$ cat config.mk
export PLATFORM = sky130hd
export DESIGN_NAME = operand_stage_flat
export DESIGN_NICKNAME = d
export VERILOG_FILES = /design/src/rtl/operand_stage_pkg.sv /design/src/rtl/operand_stage_if.sv /design/src/rtl/operand_stage_reg_file.sv /design/src/rtl/operand_stage.sv /design/src/flat_wrapper.sv
export SDC_FILE = /design/constraint.sdc
export NUM_CORES = 1
export LEC_CHECK = 0
export ABC_AREA = 1
export CAP_MARGIN = 5
export CORE_ASPECT_RATIO = 0.8
export CORE_MARGIN = 2
export CORE_UTILIZATION = 59
export DETAILED_ROUTE_END_ITERATION = 8
export HOLD_SLACK_MARGIN = 0.06
export PLACE_DENSITY = 0.85
export SLEW_MARGIN = 20
export SYNTH_ARGS = -nofsm -noshare
export SYNTH_HDL_FRONTEND = slang
export SYNTH_SLANG_ARGS = --single-unit
$ cat constraint.sdc
create_clock -name clk -period 4.75 [get_ports clk]
set_input_delay 0.95 -clock clk [delete_from_list [all_inputs] [get_ports clk]]
set_output_delay 0.95 -clock clk [all_outputs]
set_load 0.05 [all_outputs]
$ cat src/rtl/operand_stage_pkg.sv
// Shared widths, opcode encoding and register index type for the operand stage.
// DATA_WIDTH, ALU_OP_AMT and REG_AMT may be overridden on the command line.
`ifndef DATA_WIDTH
`define DATA_WIDTH 8
`endif
`ifndef ALU_OP_AMT
`define ALU_OP_AMT 8
`endif
`ifndef REG_AMT
`define REG_AMT 8
`endif

package operand_stage_pkg;

  localparam int DATA_W      = `DATA_WIDTH;
  localparam int OP_W        = $clog2(`ALU_OP_AMT);
  localparam int DEF_REG_AMT = `REG_AMT;

  typedef logic [DATA_W-1:0]               t_data;
  typedef logic [$clog2(DEF_REG_AMT)-1:0]  t_reg_idx;

  // ADD..SHFL must stay contiguous and last: they are the two-operand ops.
  typedef enum logic [OP_W-1:0] {
    LD,
    OUT,
    ADD,
    SUB,
    NAND,
    NOR,
    XOR,
    SHFL
  } t_opcode;

  function automatic logic op_writes_rd(t_opcode op);
    return op != OUT;
  endfunction

  function automatic logic op_needs_a(t_opcode op);
    return op != LD;
  endfunction

  function automatic logic op_needs_b(t_opcode op);
    return (op != LD) && (op != OUT);
  endfunction

endpackage

$ cat src/rtl/operand_stage_if.sv
// Bundles the decode handshake, the EX pipeline register outputs and the
// writeback bus of the operand stage; slave is the stage side.
interface operand_stage_if
  import operand_stage_pkg::*;
#(
  parameter int REG_AMT = DEF_REG_AMT
) ();

  localparam int RIDX_W = $clog2(REG_AMT);

  logic              in_valid;
  logic              in_ready;
  t_opcode           in_op;
  logic [RIDX_W-1:0] in_rd;
  logic [RIDX_W-1:0] in_rs1;
  logic [RIDX_W-1:0] in_rs2;
  t_data             in_imm;

  logic              ex_valid;
  logic              ex_ready;
  t_opcode           ex_op;
  t_data             ex_a;
  t_data             ex_b;
  logic [RIDX_W-1:0] ex_rd;
  logic              ex_we;
  t_data             ex_result;

  logic              wb_we;
  logic [RIDX_W-1:0] wb_rd;
  t_data             wb_data;

  modport slave (
    input  in_valid, in_op, in_rd, in_rs1, in_rs2, in_imm,
    input  ex_ready, ex_result,
    input  wb_we, wb_rd, wb_data,
    output in_ready,
    output ex_valid, ex_op, ex_a, ex_b, ex_rd, ex_we
  );

  modport master (
    output in_valid, in_op, in_rd, in_rs1, in_rs2, in_imm,
    output ex_ready, ex_result,
    output wb_we, wb_rd, wb_data,
    input  in_ready,
    input  ex_valid, ex_op, ex_a, ex_b, ex_rd, ex_we
  );

endinterface

$ cat src/rtl/operand_stage_reg_file.sv
// General register file: two asynchronous read ports, one synchronous write
// port, asynchronously cleared to zero.
module operand_stage_reg_file
  import operand_stage_pkg::*;
#(
  parameter int REG_AMT = DEF_REG_AMT
) (
  input  logic                       clk,
  input  logic                       rst,
  input  logic                       we,
  input  logic [$clog2(REG_AMT)-1:0] waddr,
  input  t_data                      wdata,
  input  logic [$clog2(REG_AMT)-1:0] raddr_a,
  output t_data                      rdata_a,
  input  logic [$clog2(REG_AMT)-1:0] raddr_b,
  output t_data                      rdata_b
);

  t_data mem [REG_AMT];

  always_ff @(posedge clk or posedge rst) begin
    if (rst) begin
      for (int i = 0; i < REG_AMT; i++) begin
        mem[i] <= '0;
      end
    end else if (we) begin
      mem[waddr] <= wdata;
    end
  end

  assign rdata_a = mem[raddr_a];
  assign rdata_b = mem[raddr_b];

endmodule

$ cat src/rtl/operand_stage.sv
// Decode-to-execute stage: resolves operands and loads the EX register feeding the ALU.
// OPERAND_FWD_EN selects forwarding from EX/WB; undefined, a scoreboard stalls on hazards.
module operand_stage
  import operand_stage_pkg::*;
#(
  parameter int REG_AMT = DEF_REG_AMT
) (
  input logic          clk,
  input logic          rst,
  operand_stage_if.slave bus
);

  localparam int RIDX_W = $clog2(REG_AMT);

  t_data             rf_a;
  t_data             rf_b;
  t_data             opnd_a;
  t_data             opnd_b;
  logic              advance;
  logic              hazard;
  logic              accept;

  logic              ex_valid_q;
  t_opcode           ex_op_q;
  t_data             ex_a_q;
  t_data             ex_b_q;
  logic [RIDX_W-1:0] ex_rd_q;
  logic              ex_we_q;

  operand_stage_reg_file #(.REG_AMT(REG_AMT)) u_reg_file (
    .clk     (clk),
    .rst     (rst),
    .we      (bus.wb_we),
    .waddr   (bus.wb_rd),
    .wdata   (bus.wb_data),
    .raddr_a (bus.in_rs1),
    .rdata_a (rf_a),
    .raddr_b (bus.in_rs2),
    .rdata_b (rf_b)
  );

`ifdef OPERAND_FWD_EN
  // The instruction in EX is younger than the one in writeback, so it wins.
  always_comb begin
    opnd_a = rf_a;
    if (bus.wb_we && (bus.wb_rd == bus.in_rs1)) opnd_a = bus.wb_data;
    if (ex_valid_q && ex_we_q && (ex_rd_q == bus.in_rs1)) opnd_a = bus.ex_result;
    opnd_b = rf_b;
    if (bus.wb_we && (bus.wb_rd == bus.in_rs2)) opnd_b = bus.wb_data;
    if (ex_valid_q && ex_we_q && (ex_rd_q == bus.in_rs2)) opnd_b = bus.ex_result;
  end

  assign hazard = 1'b0;
`else
  logic [REG_AMT-1:0] pending;
  logic               unused_ex_result;

  assign unused_ex_result = ^bus.ex_result;

  // Set after clear so a same-index accept and writeback leaves the bit pending.
  always_ff @(posedge clk or posedge rst) begin
    if (rst) begin
      pending <= '0;
    end else begin
      if (bus.wb_we) pending[bus.wb_rd] <= 1'b0;
      if (accept && op_writes_rd(bus.in_op)) pending[bus.in_rd] <= 1'b1;
    end
  end

  assign opnd_a = rf_a;
  assign opnd_b = rf_b;
  assign hazard = bus.in_valid &
                  ((op_needs_a(bus.in_op) & pending[bus.in_rs1]) |
                   (op_needs_b(bus.in_op) & pending[bus.in_rs2]));
`endif

  assign advance      = bus.ex_ready | ~ex_valid_q;
  assign bus.in_ready = advance & ~hazard & ~rst;
  assign accept       = bus.in_valid & bus.in_ready;

  always_ff @(posedge clk or posedge rst) begin
    if (rst) begin
      ex_valid_q <= 1'b0;
      ex_op_q    <= LD;
      ex_a_q     <= '0;
      ex_b_q     <= '0;
      ex_rd_q    <= '0;
      ex_we_q    <= 1'b0;
    end else if (advance) begin
      ex_valid_q <= accept;
      if (accept) begin
        ex_op_q <= bus.in_op;
        ex_a_q  <= (bus.in_op == LD) ? bus.in_imm : opnd_a;
        ex_b_q  <= opnd_b;
        ex_rd_q <= bus.in_rd;
        ex_we_q <= op_writes_rd(bus.in_op);
      end
    end
  end

  assign bus.ex_valid = ex_valid_q;
  assign bus.ex_op    = ex_op_q;
  assign bus.ex_a     = ex_a_q;
  assign bus.ex_b     = ex_b_q;
  assign bus.ex_rd    = ex_rd_q;
  assign bus.ex_we    = ex_we_q;

endmodule

$ cat src/flat_wrapper.sv
// flat-port wrapper written by rule: the top's interface ports become plain ports
module operand_stage_flat import operand_stage_pkg::*;
#(
  parameter int REG_AMT = DEF_REG_AMT
)
  (clk, rst, bus_in_valid, bus_in_op, bus_in_rd, bus_in_rs1, bus_in_rs2, bus_in_imm, bus_ex_ready, bus_ex_result, bus_wb_we, bus_wb_rd, bus_wb_data, bus_in_ready, bus_ex_valid, bus_ex_op, bus_ex_a, bus_ex_b, bus_ex_rd, bus_ex_we);
  operand_stage_if #(.REG_AMT(REG_AMT)) bus_i ();
  input logic clk;
  input logic rst;
  input wire logic [$bits(bus_i.in_valid)-1:0] bus_in_valid;
  input wire logic [$bits(bus_i.in_op)-1:0] bus_in_op;
  input wire logic [$bits(bus_i.in_rd)-1:0] bus_in_rd;
  input wire logic [$bits(bus_i.in_rs1)-1:0] bus_in_rs1;
  input wire logic [$bits(bus_i.in_rs2)-1:0] bus_in_rs2;
  input wire logic [$bits(bus_i.in_imm)-1:0] bus_in_imm;
  input wire logic [$bits(bus_i.ex_ready)-1:0] bus_ex_ready;
  input wire logic [$bits(bus_i.ex_result)-1:0] bus_ex_result;
  input wire logic [$bits(bus_i.wb_we)-1:0] bus_wb_we;
  input wire logic [$bits(bus_i.wb_rd)-1:0] bus_wb_rd;
  input wire logic [$bits(bus_i.wb_data)-1:0] bus_wb_data;
  output wire logic [$bits(bus_i.in_ready)-1:0] bus_in_ready;
  output wire logic [$bits(bus_i.ex_valid)-1:0] bus_ex_valid;
  output wire logic [$bits(bus_i.ex_op)-1:0] bus_ex_op;
  output wire logic [$bits(bus_i.ex_a)-1:0] bus_ex_a;
  output wire logic [$bits(bus_i.ex_b)-1:0] bus_ex_b;
  output wire logic [$bits(bus_i.ex_rd)-1:0] bus_ex_rd;
  output wire logic [$bits(bus_i.ex_we)-1:0] bus_ex_we;
  assign bus_i.in_valid = bus_in_valid;
  assign bus_i.in_op = bus_in_op;
  assign bus_i.in_rd = bus_in_rd;
  assign bus_i.in_rs1 = bus_in_rs1;
  assign bus_i.in_rs2 = bus_in_rs2;
  assign bus_i.in_imm = bus_in_imm;
  assign bus_i.ex_ready = bus_ex_ready;
  assign bus_i.ex_result = bus_ex_result;
  assign bus_i.wb_we = bus_wb_we;
  assign bus_i.wb_rd = bus_wb_rd;
  assign bus_i.wb_data = bus_wb_data;
  assign bus_in_ready = bus_i.in_ready;
  assign bus_ex_valid = bus_i.ex_valid;
  assign bus_ex_op = bus_i.ex_op;
  assign bus_ex_a = bus_i.ex_a;
  assign bus_ex_b = bus_i.ex_b;
  assign bus_ex_rd = bus_i.ex_rd;
  assign bus_ex_we = bus_i.ex_we;
  operand_stage #(.REG_AMT(REG_AMT)) u_core (.clk(clk), .rst(rst), .bus(bus_i));
endmodule
==> flow_summary.rst, run 1 <==
.. list-table::
   :header-rows: 1

   * - Metric
     - Value
   * - CTS HTree Levels
     - 3
   * - Number of antenna violations at the first check in global routing
     - 0
   * - Final cell count without fillers
     - roughly 800
   * - Max-slew violation count
     - 0
   * - Setup total negative slack
     - 0 ns
   * - Share of synthesized flip-flops with an asynchronous set or reset
     - between 90% and 100%
   * - First-pass iteration count of the detailed router
     - 5
   * - Area of the placeable core
     - slightly above 8000 sq um
   * - Post-CTS repair timing setup buffer count
     - 0
   * - Global route total overflow
     - 0
   * - Routed WL
     - approximately 14 mm
   * - Main area contributors after synthesis
     - dfrtp_1, nand2_1, o21ai_0, a21oi_1, inv_1
   * - Worst reg2reg path endpoint
     - u_core.bus.ex_b[2]
   * - Min-Delay Path Depth
     - 2
   * - Shortest period the worst path allows
     - 4.15 ns
   * - Antenna Nets Post-Route
     - 0
   * - Maximum ir drop on the vdd rail
     - between 0.2 and 0.3 mV
   * - Total of flip-flops plus latches after synthesis
     - between 90 and 100
   * - Sw Ratio
     - about 38%
   * - Maximum buffer depth of the clock tree
     - 2
   * - P&R area growth vs syn
     - 16.6%
   * - Residual DRC
     - 0
   * - Utilization after layout
     - approximately 72%
   * - Min Hold Slack
     - a little under 0.5 ns
   * - Most frequent cell after synthesis
     - nand2_1
   * - MaxCap Viol Count
     - 0
   * - Number of design-rule violations left by the first detailed-router iteration
     - 479
   * - Number of distinct library cells after synthesis
     - 25
   * - Launch point of the worst hold path
     - u_core.bus.ex_a[5]
   * - Final estimated routing congestion in global placement
     - a little over 0.9
   * - Logic depth of the worst register-to-register path
     - 9
   * - Basic-gate share of the synthesized area counting and, or, nand and nor cells
     - 20.3%
   * - Die outline height
     - between 80 and 90 um
   * - Estimated wirelength of the detail-placed design
     - between 9 and 10 mm
   * - Root buf cell
     - clkbuf_8
   * - Number of instances in the placed design
     - just under 800
   * - Synth warn
     - 0
   * - Vias in the first global route
     - approximately 4600
   * - Portion of synthesized cell area occupied by the leading cell type
     - 48.2%
   * - Area share of xor/xnor cells in the synthesized design
     - 0%
   * - R2R Setup Slk
     - between 2 and 3 ns
   * - Crit path arrival time
     - roughly 3.2 ns
   * - Critical Path End Type
     - output port
   * - Share of synthesized area occupied by flip-flops and latches
     - roughly half
   * - CTS-repair resized insts
     - 0
   * - Worst rel slew slack
     - between 40 and 50%
   * - Antenna diode count
     - 0
   * - Per-cell routed wire length
     - ~17 um
   * - Hold Violations, Final
     - 0
   * - Main combinational cell family by area after synthesis
     - compound AO/OA/AOI/OAI gates
   * - Initial core utilization
     - just over 60%
   * - Flip-flop cell with the highest count after synthesis
     - dfrtp_1
   * - First-pass GRT wire length
     - roughly 23 mm
   * - Clock tree from TritonCTS
     - built
   * - Final cycle utilization of the critical path
     - between 80% and 90%
   * - Final setup vio count
     - 0
   * - Mapped Avg Cell Area
     - roughly 7.6 sq um
   * - Worst-path fanout max
     - 29
   * - Setup repair after global routing missed its margin
     - no
   * - Internal Pwr Total
     - around 1.5 mW
   * - Start-to-end type of the worst setup path
     - input pin to output port
   * - Mapped Cells
     - between 600 and 700
   * - Leading area contributor after synthesis
     - dfrtp_1
   * - Achievable Freq
     - approximately 0.24 GHz
   * - Boundary pin count
     - between 60 and 70
   * - RR Startpoint
     - u_core.pending[1]
   * - Largest net degree at the start of global routing
     - 60
   * - Arithmetic-cell share of the synthesized area counting full adders, half adders and majority gates
     - 0%
   * - Total via count in the routed design
     - between 4000 and 5000
   * - Die Area
     - 9200 sq um
   * - Via density
     - ~5.9
   * - Count of filler cells inserted in the layout
     - 649
   * - Combinational cell fraction of total power
     - between 30 and 40%
   * - Critical Path RT
     - 3.80 ns
   * - Post-synth top cells
     - nand2_1, o21ai_0, dfrtp_1, inv_1, a21oi_1
   * - Clock net sink count
     - 96
   * - Element type at the critical path start
     - input pin
   * - Switching component of the power
     - 0.915 mW
   * - Number of buffers created by CTS
     - 9
   * - Sequential share of power
     - between 40% and 50%
   * - Number of buffers added to fix hold violations after cts
     - 0
   * - End of the worst hold path
     - u_core.bus.ex_a[5]
   * - Result of the run
     - completed
   * - Total global routing track utilization
     - roughly a third
   * - Share of synthesized area spent on multiplexers
     - 0%
   * - Power per cell area
     - 419 nW/um^2
   * - Fraction of final layout cells with drive strength greater than 1
     - 5.55%
   * - Clock insertion delay at the later pin of the skew report
     - 0.37 ns
   * - Compound-gate portion of the synthesized area
     - about 22%
   * - Netlist area before placement
     - approximately 5000 sq um
   * - Number of synthesized flops with an enable pin
     - 0
   * - Layout Nets
     - between 700 and 800
   * - Slew at the pin closest to its max-slew limit
     - just under 0.8 ns
   * - Class of the tightest hold or removal check
     - flip-flop to flip-flop
   * - Maximum clock skew at final layout
     - roughly 0.011 ns
   * - Synth Net Count
     - between 600 and 700
   * - Clock network power share
     - between 20 and 25%
   * - IO buf count
     - 60
   * - Static Leak
     - about 2.7 nW
   * - Clk pin slew, worst setup/hold paths
     - ~0.09 ns
   * - Core Rows
     - 29
   * - DIE WIDTH
     - approximately 110 um
-- stage by stage --
stage	setup WS [ns]	cell area [sq um]	total power, mW
2_1_floorplan	1.16	4980	1.63
3_3_place_gp	0.740	5610	1.86
3_5_place_dp	0.668	5610	1.90
4_1_cts	0.633	5800	2.43
5_1_grt	0.466	5810	2.57
6_report	0.597	5810	2.43
-- state kept, by name, summed over array words and instances (netlist names) --
signal	count
u_core.bus.ex_rd	3
u_core.bus.ex_we	1
u_core.bus.ex_op	3
u_core.bus.ex_a	8
u_core.pending	8
u_core.u_reg_file.mem	64
u_core.bus.ex_b	8
u_core.bus.ex_valid	1
-- final cells by class --
class	instances	area (sq um)	area share [%]
flip-flops and latches	96	2400	41.3
multi-input cells	452	2130	36.6
repair buffers	71	688	11.8
inverters	69	265	4.57
clock buffers	10	138	2.37
well taps	108	135	2.33
clock inverters	5	56.3	0.969
-- cell families after synthesis --
group | count (synthesis)
buffers and inverters | 104
flip-flops | 96
AO/OA/AOI/OAI | 206
AND/OR/NAND/NOR | 246
-- how the worst max path moves through the flow --
stage	endpoint	start	depth (start not counted)
floorplan	bus_in_ready	bus_in_rs2[0]	8
global placement	bus_in_ready	bus_in_rs1[0]	10
detailed placement	bus_in_ready	bus_in_rs1[0]	10
CTS	bus_in_ready	bus_in_rs1[0]	10
global route	bus_in_ready	bus_in_rs1[0]	10
finish	bus_in_ready	bus_in_rs1[0]	10
-- per-layer routing --
metal	wire [um]	GRT usage, %	vias to the layer above
met1	5710	42.8	2238
li1	-	-	2244
met2	6390	49.2	302
met4	287	10.2	0
met3	1600	10.2	40
met5	0	0	-
-- cells in the final DEF (no fill, tap or decap) --
cell type | synthesis | final
a21boi_0 | 1 | 1
a21oi_1 | 52 | 52
a31oi_1 | 8 | 8
buf_12 | 0 | 1
buf_2 | 5 | 1
buf_4 | 6 | 11
bufinv_16 | 0 | 1
clkbuf_8 | 0 | 10
clkdlybuf4s50_1 | 0 | 58
clkinv_1 | 2 | 2
clkinv_2 | 0 | 3
clkinvlp_4 | 0 | 1
dfrtp_1 | 96 | 96
inv_1 | 63 | 62
inv_2 | 2 | 2
inv_4 | 2 | 2
inv_6 | 0 | 1
nand2_1 | 185 | 185
nand3_1 | 37 | 37
nand3_2 | 3 | 3
nand4_4 | 1 | 1
nor2_1 | 19 | 19
nor3_4 | 0 | 1
o211a_1 | 1 | 1
o211ai_1 | 20 | 20
o211ai_2 | 1 | 1
o21ai_0 | 111 | 111
o21ai_1 | 11 | 11
o22ai_1 | 1 | 1
-- power by group through the flow --
stage / registers (mW) / clock network (mW) / logic, mW
6_report: 1.09 / 0.539 / 0.800
5_1_grt: 1.12 / 0.583 / 0.870
4_1_cts: 1.09 / 0.544 / 0.796
3_5_place_dp: 1.11 / 0 / 0.790
3_3_place_gp: 1.10 / 0 / 0.766
2_1_floorplan: 1.30 / 0 / 0.324
-- worst max-delay path: stages --
cell and delay (ns):
clkdlybuf4s50_1 0.73, inv_2 0.20, buf_4 0.30, nand2_1 0.10
nand3_1 0.08, nand3_1 0.14, nand3_2 0.12, nand2_1 0.07
a21boi_0 0.32, buf_12 0.19
Power figures use the tool's default switching activity.
==> inputs of run 2 (changes only) <==
--- a/config.mk
+++ b/config.mk
@@ -8,7 +8,7 @@
 export ABC_AREA = 1
 export CAP_MARGIN = 5
 export CORE_ASPECT_RATIO = 0.8
-export CORE_MARGIN = 2
+export CORE_MARGIN = 4
 export CORE_UTILIZATION = 59
 export DETAILED_ROUTE_END_ITERATION = 8
 export HOLD_SLACK_MARGIN = 0.06
==> run 2 against run 1 <==
  * Critical path depth is the same
  * Clock skew grew 0.00096 ns
  * Critical endpoint unchanged
  * Highest routed layer unchanged
  * Sequential share of layout area is essentially flat
  * Sequential power is essentially flat
  * Largest cell class unchanged
  * Non-clock buffer count grew 2
  * Utilization shrank 0.26 points
==> flow_summary.rst, run 2 (synthesis results as in run 1) <==
.. list-table::
   :header-rows: 1

   * - Metric
     - Value
   * - Met1 routing resource usage after global routing
     - roughly two fifths
   * - Die outline height
     - 90.2 um
   * - Global route total overflow
     - 0
   * - Via density
     - roughly 6
   * - Routed WL
     - roughly 14 mm
   * - Antenna diode count
     - 0
   * - Initial core utilization
     - between 60% and 70%
   * - Logic depth of the worst register-to-register path
     - 9
   * - Class of the tightest hold or removal check
     - flip-flop to flip-flop
   * - Clock net sink count
     - 96
   * - Min-Delay Path Depth
     - 2
   * - Final cell count without fillers
     - a little over 800
   * - Register name with the most flops
     - u_core.u_reg_file.mem
   * - Die Area
     - 9990 sq um
   * - Element type at the critical path start
     - input pin
   * - Power per cell area
     - approximately 420 nW/um^2
   * - Maximum clock skew at final layout
     - 0.0115 ns
   * - Area of the placeable core
     - just over 8000 sq um
   * - Layout Nets
     - roughly 750
   * - Maximum ir drop on the vdd rail
     - roughly 0.27 mV
   * - Max-slew violation count
     - 0
   * - First-pass iteration count of the detailed router
     - 8
   * - Met3 GRT Util
     - about 6.5%
   * - Estimated wirelength of the detail-placed design
     - approximately 9.6 mm
   * - Worst rel slew slack
     - 26.1%
   * - First-pass GRT wire length
     - 23.2 mm
   * - Setup total negative slack
     - 0 ns
   * - CTS-repair resized insts
     - 0
   * - DIE WIDTH
     - about 110 um
   * - Achievable Freq
     - ~0.24 GHz
   * - Clock tree from TritonCTS
     - built
   * - Worst-path fanout max
     - 30
   * - Clock insertion delay at the later pin of the skew report
     - between 0.3 and 0.4 ns
   * - Antenna Nets Post-Route
     - 0
   * - Start-to-end type of the worst setup path
     - input pin to output port
   * - CTS HTree Levels
     - 3
   * - Per-cell routed wire length
     - approximately 17 um
   * - Power Total
     - 2.42 mW
   * - Static Leak
     - 2.75 nW
   * - Top library cells by usage in the layout, fill and taps aside
     - nand2_1, o21ai_0, dfrtp_1
   * - Count of filler cells inserted in the layout
     - between 600 and 700
   * - Post-route setup slack
     - approximately 0.66 ns
   * - Number of buffers created by CTS
     - 9
   * - Fraction of final layout cells with drive strength greater than 1
     - between 5 and 6%
   * - Root buf cell
     - clkbuf_8
   * - Vias in the first global route
     - approximately 4700
   * - Final cycle utilization of the critical path
     - a little under nine tenths
   * - MaxCap Viol Count
     - 0
   * - Post-CTS repair timing setup buffer count
     - 0
   * - Most common library cell in the layout ignoring fill and taps
     - nand2_1
   * - Hold Violations, Final
     - 0
   * - Number of buffers added to fix hold violations after cts
     - 0
   * - Global routing usage on met2
     - 45.1%
   * - GR peak layer
     - met2
   * - Total global routing track utilization
     - between 20% and 30%
   * - Boundary pin count
     - 69
   * - Critical Path RT
     - 3.80 ns
   * - Number of design-rule violations left by the first detailed-router iteration
     - 656
   * - Largest net degree at the start of global routing
     - 52
   * - Pre-CTS worst setup slack
     - about 0.73 ns
   * - Result of the run
     - completed
   * - Number of antenna violations at the first check in global routing
     - 0
   * - Shortest period the worst path allows
     - approximately 4.1 ns
   * - Number of instances in the placed design
     - 798
   * - IO buf count
     - 60
   * - Setup repair after global routing missed its margin
     - no
   * - Number of flip-flops under the largest register name
     - between 60 and 70
   * - Final setup vio count
     - 0
   * - Final estimated routing congestion in global placement
     - around 0.90
   * - Maximum buffer depth of the clock tree
     - 2
   * - Critical Path End Type
     - output port
   * - Crit path arrival time
     - about 3.1 ns
   * - Core Rows
     - 29
   * - Total via count in the routed design
     - approximately 5000
   * - Clk pin slew, worst setup/hold paths
     - approximately 0.090 ns
   * - P&R area growth vs syn
     - 16.7%
   * - Slew at the pin closest to its max-slew limit
     - ~1.1 ns
   * - Residual DRC
     - 0
-- run 2: final cells by class --
type                       instances  area [sq um]  area share [%]
clock buffer                      11           151            2.60
timing repair buffer              73           703            12.1
clock inverter                     5          38.8           0.667
multi-input combinational        452          2120            36.4
sequential                        96          2400            41.3
inverter                          69           265            4.56
tap                              108           135            2.32
-- run 2: final timing paths --
check	startpoint	end	slack (ns)
max	bus_in_rs1[0]	bus_in_ready	0.66
min	u_core.bus.ex_a[3]	u_core.bus.ex_a[3]	0.49
max reg2reg	u_core.pending[1]	u_core.bus.ex_b[2]	2.94
min reg2reg	u_core.bus.ex_a[3]	u_core.bus.ex_a[3]	0.49
max in group asynchronous	rst	u_core.u_reg_file.mem[10]	2.81
min in group asynchronous	rst	u_core.bus.ex_op[2]	1.10
-- run 2: routing by layer --
metal	part of all wire, %	routed length, um
met1	40	5620
met2	46	6330
met3	11	1570
met4	2.7	380
met5	0	0
-- run 2: metrics by stage --
step                util, %  hold slack, ns  area (sq um)
detailed placement     69.5           0.466          5630
finish                 71.9           0.487          5820
CTS                    71.9           0.489          5820
global placement       69.5           0.462          5630
floorplan                 -           0.449          4980
global route           71.9           0.497          5820
-- run 2: where the power goes --
group	internal [mW]	switching (mW)	leakage [nW]	total (mW)
sequential	0.991	0.106	1.21	1.10
combinational	0.274	0.527	1.44	0.801
clock	0.223	0.296	0.0963	0.519
total	1.49	0.929	2.75	2.42
-- run 2: critical path, cell delays in order --
cell,delay (ns)
clkdlybuf4s50_1,0.70
inv_2,0.19
buf_4,0.32
nand2_1,0.10
nand3_1,0.08
nand3_1,0.11
nand3_2,0.12
nand2_1,0.06
a21boi_0,0.31
buf_12,0.19
==> inputs of run 3 (changes only) <==
--- a/config.mk
+++ b/config.mk
@@ -9,10 +9,10 @@
 export CAP_MARGIN = 5
 export CORE_ASPECT_RATIO = 0.8
 export CORE_MARGIN = 4
-export CORE_UTILIZATION = 59
+export CORE_UTILIZATION = 46
 export DETAILED_ROUTE_END_ITERATION = 8
 export HOLD_SLACK_MARGIN = 0.06
-export PLACE_DENSITY = 0.85
+export PLACE_DENSITY = 0.69
 export SLEW_MARGIN = 20
 export SYNTH_ARGS = -nofsm -noshare
 export SYNTH_HDL_FRONTEND = slang
==> run 3 against run 2 <==
  * Clock power grew 39%
  * Combinational power decreased by 1%
  * Maximum frequency is 7.5% higher
  * Utilization down 15 points
  * Non-clock buffer count down 4
  * Final cell count grew 3.4%
  * Power rose by 7.8%
  * Register-to-register slack worse by 0.17 ns
  * Sequential share of layout area decreased by 0.85 points
  * Clock-buffer cell count shrank 1
  * Setup slack improved by 0.28 ns
  * Worst hold slack got worse by 0.011 ns
  * Critical endpoint unchanged
  * Largest cell class unchanged
  * Largest power group unchanged
==> flow_summary.rst, run 3 (synthesis results as in run 1) <==
.. list-table::
   :header-rows: 1

   * - Metric
     - Value
   * - Result of the run
     - completed
   * - Critical path's most frequent cell
     - nand3_1
   * - Critical Path End Type
     - output port
   * - Final setup vio count
     - 0
   * - Static Leak
     - roughly 2.8 nW
   * - DIE WIDTH
     - approximately 120 um
   * - Top cell family by delay on the critical path
     - buffers and inverters
   * - Post-route setup slack
     - about 0.94 ns
   * - Global route total overflow
     - 0
   * - Area after detailed placement
     - 5640 sq um
   * - Hold Violations, Final
     - 0
   * - Routed WL
     - about 14 mm
   * - Worst rel slew slack
     - between 40% and 50%
   * - Root buf cell
     - clkbuf_16
   * - Vias in the first global route
     - 4507
   * - Crit path arrival time
     - 2.86 ns
   * - Max-slew violation count
     - 0
   * - Final estimated routing congestion in global placement
     - 0.922
   * - Min Hold Slack
     - around 0.48 ns
   * - MaxCap Viol Count
     - 0
   * - Clock net sink count
     - between 90 and 100
   * - CTS HTree Levels
     - 3
   * - Finished layout cell area
     - approximately 5900 sq um
   * - Die outline height
     - 101 um
   * - Worst-path fanout max
     - 20
   * - CTS-repair resized insts
     - 0
   * - Power per cell area
     - 439 nW/um^2
   * - IO buf count
     - 60
   * - Maximum ir drop on the vdd rail
     - around 0.22 mV
   * - Core Rows
     - 33
   * - Total global routing track utilization
     - between 20% and 30%
   * - Critical Path RT
     - approximately 3.8 ns
   * - Number of instances in the placed design
     - just over 800
   * - Worst path bufs/invs
     - 4
   * - Fraction of final layout cells with drive strength greater than 1
     - 5.27%
   * - Total via count in the routed design
     - 4655
   * - Post-CTS repair timing setup buffer count
     - 0
   * - Achievable Freq
     - approximately 0.26 GHz
   * - Initial core utilization
     - 47.9%
   * - Largest stage delay, worst path
     - about 0.46 ns
   * - Clock insertion delay at the later pin of the skew report
     - about 0.35 ns
   * - Number of antenna violations at the first check in global routing
     - 0
   * - Estimated wirelength of the detail-placed design
     - 9.49 mm
   * - Class of the tightest hold or removal check
     - flip-flop to flip-flop
   * - First-pass GRT wire length
     - 23.2 mm
   * - Cells traversed along the worst timing path
     - clkdlybuf4s50_1, buf_4, inv_2, nand3_1, nand3_1, nand3_2, nand2_1, a21boi_0, buf_12
   * - Start-to-end type of the worst setup path
     - input pin to output port
   * - Layout Nets
     - ~740
   * - Per-cell routed wire length
     - roughly 17 um
   * - Top library cells by usage in the layout, fill and taps aside
     - nand2_1, o21ai_0, dfrtp_1
   * - Clk pin slew, worst setup/hold paths
     - about 0.060 ns
   * - Residual DRC
     - 0
   * - Utilization after layout
     - between 50% and 60%
   * - Largest net degree at the start of global routing
     - 60
   * - Power Total
     - between 2 and 3 mW
   * - Number of buffers created by CTS
     - 9
   * - Antenna Nets Post-Route
     - 0
   * - Number of flip-flops under the largest register name
     - between 60 and 70
   * - Slowest cell on the critical path
     - clkdlybuf4s50_1
   * - Die Area
     - 12600 sq um
   * - Final cycle utilization of the critical path
     - about four fifths
   * - Maximum clock skew at final layout
     - approximately 0.0085 ns
   * - Most common library cell in the layout ignoring fill and taps
     - nand2_1
   * - Setup repair after global routing missed its margin
     - no
   * - Antenna diode count
     - 0
   * - First-pass iteration count of the detailed router
     - 6
   * - Setup total negative slack
     - 0 ns
   * - Pre-CTS worst setup slack
     - 0.957 ns
   * - Via density
     - around 5.5
   * - Boundary pin count
     - 69
   * - Number of design-rule violations left by the first detailed-router iteration
     - 470
   * - Maximum buffer depth of the clock tree
     - 2
   * - P&R area growth vs syn
     - 19.2%
   * - Area of the placeable core
     - between 10000 and 15000 sq um
   * - Clock tree from TritonCTS
     - built
   * - Register name with the most flops
     - u_core.u_reg_file.mem
   * - Slew at the pin closest to its max-slew limit
     - roughly 0.77 ns
   * - Final cell count without fillers
     - between 800 and 900
   * - Element type at the critical path start
     - input pin
   * - Shortest period the worst path allows
     - approximately 3.8 ns
   * - Number of buffers added to fix hold violations after cts
     - 0
-- run 3: metal layers --
metal / global-route usage, % / vias up / wire length [um]
met5: 0 / - / 0
met4: 8.85 / 0 / 276
met3: 5.14 / 21 / 1150
met2: 36.5 / 203 / 6150
met1: 32.0 / 2179 / 6350
li1: - / 2252 / -
-- run 3: worst register-to-register path, stage by stage (launching register included) --
cell	delay [ns]
dfrtp_1	0.39
inv_1	0.09
nand2_1	0.06
nand3_1	0.11
nand3_1	0.09
nand3_2	0.10
nand4_4	0.42
inv_4	0.37
o21ai_0	0.21
nand2_1	0.09
-- run 3: cell type report --
cell class,instances,area [sq um]
Clock buffer,10,229
Clock inverter,6,67.6
Fill cell,981,4470
Inverter,69,265
Multi-Input combinational cell,452,2130
Sequential cell,96,2400
Tap cell,140,175
Timing Repair Buffer,69,673
-- run 3: where the power goes --
part | internal, mW | total (mW) | switching (mW)
combinational | 0.271 | 0.789 | 0.518
clock | 0.411 | 0.721 | 0.310
sequential | 0.993 | 1.10 | 0.104
-- run 3: worst paths after layout --
check	from	end	slack, ns	cells past startpoint
min in group asynchronous	rst	u_core.u_reg_file.mem[22]	1.07	2
hold reg to reg	u_core.bus.ex_b[1]	u_core.bus.ex_b[1]	0.48	2
setup / recovery	bus_in_rs2[1]	bus_in_ready	0.94	9
setup reg to reg	u_core.pending[1]	u_core.bus.ex_b[2]	2.77	9
max in group asynchronous	rst	u_core.u_reg_file.mem[38]	2.81	3
hold / removal	u_core.bus.ex_b[1]	u_core.bus.ex_b[1]	0.48	2
==> RTL edit: new RTL, flow settings as in run 1 <==
The macro `DATA_WIDTH` goes from 8 to 6.
--- a/src/rtl/operand_stage_pkg.sv
+++ b/src/rtl/operand_stage_pkg.sv
@@ -2,5 +2,5 @@
 // DATA_WIDTH, ALU_OP_AMT and REG_AMT may be overridden on the command line.
 `ifndef DATA_WIDTH
-`define DATA_WIDTH 8
+`define DATA_WIDTH 6
 `endif
 `ifndef ALU_OP_AMT
Ports: changed (5 resized); port bits go from 69 to 59. The function was not compared with the original's and may differ.
==> RTL edit against run 1 <==
  * Wire length fell by 21%
  * Power fell by 14%
  * Non-clock buffer count fell by 8
  * Final area fell by 18%
  * Setup slack improved by 270 ps
  * Sequential cell count fell by 20
  * Fmax rose by 6.9%
  * Count of clock-buffer cells in the layout rose by 2
  * Synthesized area fell by 20%
  * Critical path type unchanged
  * Critical endpoint unchanged
  * Largest cell class unchanged
  * Largest power group unchanged
==> RTL edit: results (changes against run 1) <==
reg2reg_to: "u_core.bus.ex_b[3]"
dpl_worst_slack_ps: 920.8  # +252.9 ps
routed_via_density: 6.030  # +1.4%
ff2ff_setup_slack_ps: 3010  # +290 ps
critPathMaxFanout: 39  # +34%
vias: 3956  # -18%
drive_gt1_frac: 0.06818  # +0.01271
clockNetworkAreaShare: 0.04930  # +0.01593
whs_ps: 483.4  # -1.785 ps
vdd_drop_max_uv: 388.3  # +54%
dp.cells: 640  # -20%
track_usage: 0.3217  # +0.004472
cp.arrival_ps: 2930  # -270 ps
min-delay-start: "u_core.bus.ex_a[1]"
multi_input_area_sq_um: 1707  # -20%
synth_cell_types: 23  # -8.0%
synthTopCellsByCount: "149 x nand2_1, 89 x o21ai_0, 76 x dfrtp_1, 53 x inv_1, 46 x a21oi_1"
clock_buffers: 12  # +2
io_buffers: 52  # -13%
finClkSkew_ps: 10.44  # -0.1087 ps
fmax_mhz: 257.5  # +6.9%
synth_nets: 561  # -19%
synth_seq_area_share: 0.4783  # -0.003760
multi_input_gates: 362  # -20%
grt_pass1_wl_um: 18200  # -19%
synth_top_cells_by_area: "dfrtp_1 48%, nand2_1 14%, o21ai_0 11%"
p_leak_nw: 2.252  # -18%
max_stage_delay_ps: 600  # -130 ps
die_width_um: 95.79  # -10%
cts.sinks: 76  # -21%
wl_um: 11070  # -21%
switching_power_mw: 0.7465  # -18%
n_all_buffers: 63  # -11%
buffer_area_frac: 0.1285  # +0.01008
seq_share: 0.3986  # -0.01480
fin_nets: 605  # -19%
drt_pass1_iterations: 6  # +1
multi_input_area_share: 0.3577  # -0.008125
synthCells: 523  # -20%
fill_cells: 483  # -26%
grt_pass1_vias: 3659  # -20%
dp_hpwl_um: 7718  # -18%
status: "finished clean"
RTL edit: cell count changes in the layout (fill, tap and decap cells not counted), moves of 10 or more:
cell     before  now
nand3_1      37   26
dfrtp_1      96   76
inv_1        62   52
o21ai_0     111   89
nand2_1     185  149
RTL edit: kinds of logic after synthesis:
family                 synth area share
and+or+nand+nor                  0.2108
AOI/OAI and AO/OA                0.2184
buffers and inverters           0.09251
DFF                              0.4783
RTL edit: worst min-delay path, delay by kind of cell, from the launching register on:
family	cells	cell delay, ps
flops	1	350
simple gates	2	100
RTL edit: layer usage:
| layer | GRT usage | share of wire | vias to the layer above | wire length (um) |
|---|---|---|---|---|
| met5 | 0 | 0 | - | 0 |
| met4 | 0.1443 | 0.032 | 0 | 352 |
| met3 | 0.06796 | 0.099 | 42 | 1097 |
| met2 | 0.4825 | 0.45 | 245 | 4991 |
| met1 | 0.4492 | 0.42 | 1859 | 4627 |
| li1 | - | - | 1810 | - |
RTL edit: power groups by stage:
| stage | combinational (mW) | sequential, mW | clock, mW |
|---|---|---|---|
| floorplan | 0.258 | 1.03 | 0 |
| global placement | 0.619 | 0.868 | 0 |
| detailed placement | 0.640 | 0.875 | 0 |
| CTS | 0.643 | 0.865 | 0.581 |
| global route | 0.700 | 0.885 | 0.612 |
| finish | 0.645 | 0.868 | 0.576 |
RTL edit: worst max-delay path by stage:
stage	start	end	depth (start not counted)
after floorplan	bus_in_rs1[0]	bus_in_ready	9
final	bus_in_rs1[0]	bus_in_ready	9
after detailed placement	bus_in_rs1[0]	bus_in_ready	9
after global routing	bus_in_rs1[0]	bus_in_ready	9
after CTS	bus_in_rs1[0]	bus_in_ready	9
after global placement	bus_in_rs1[0]	bus_in_ready	9
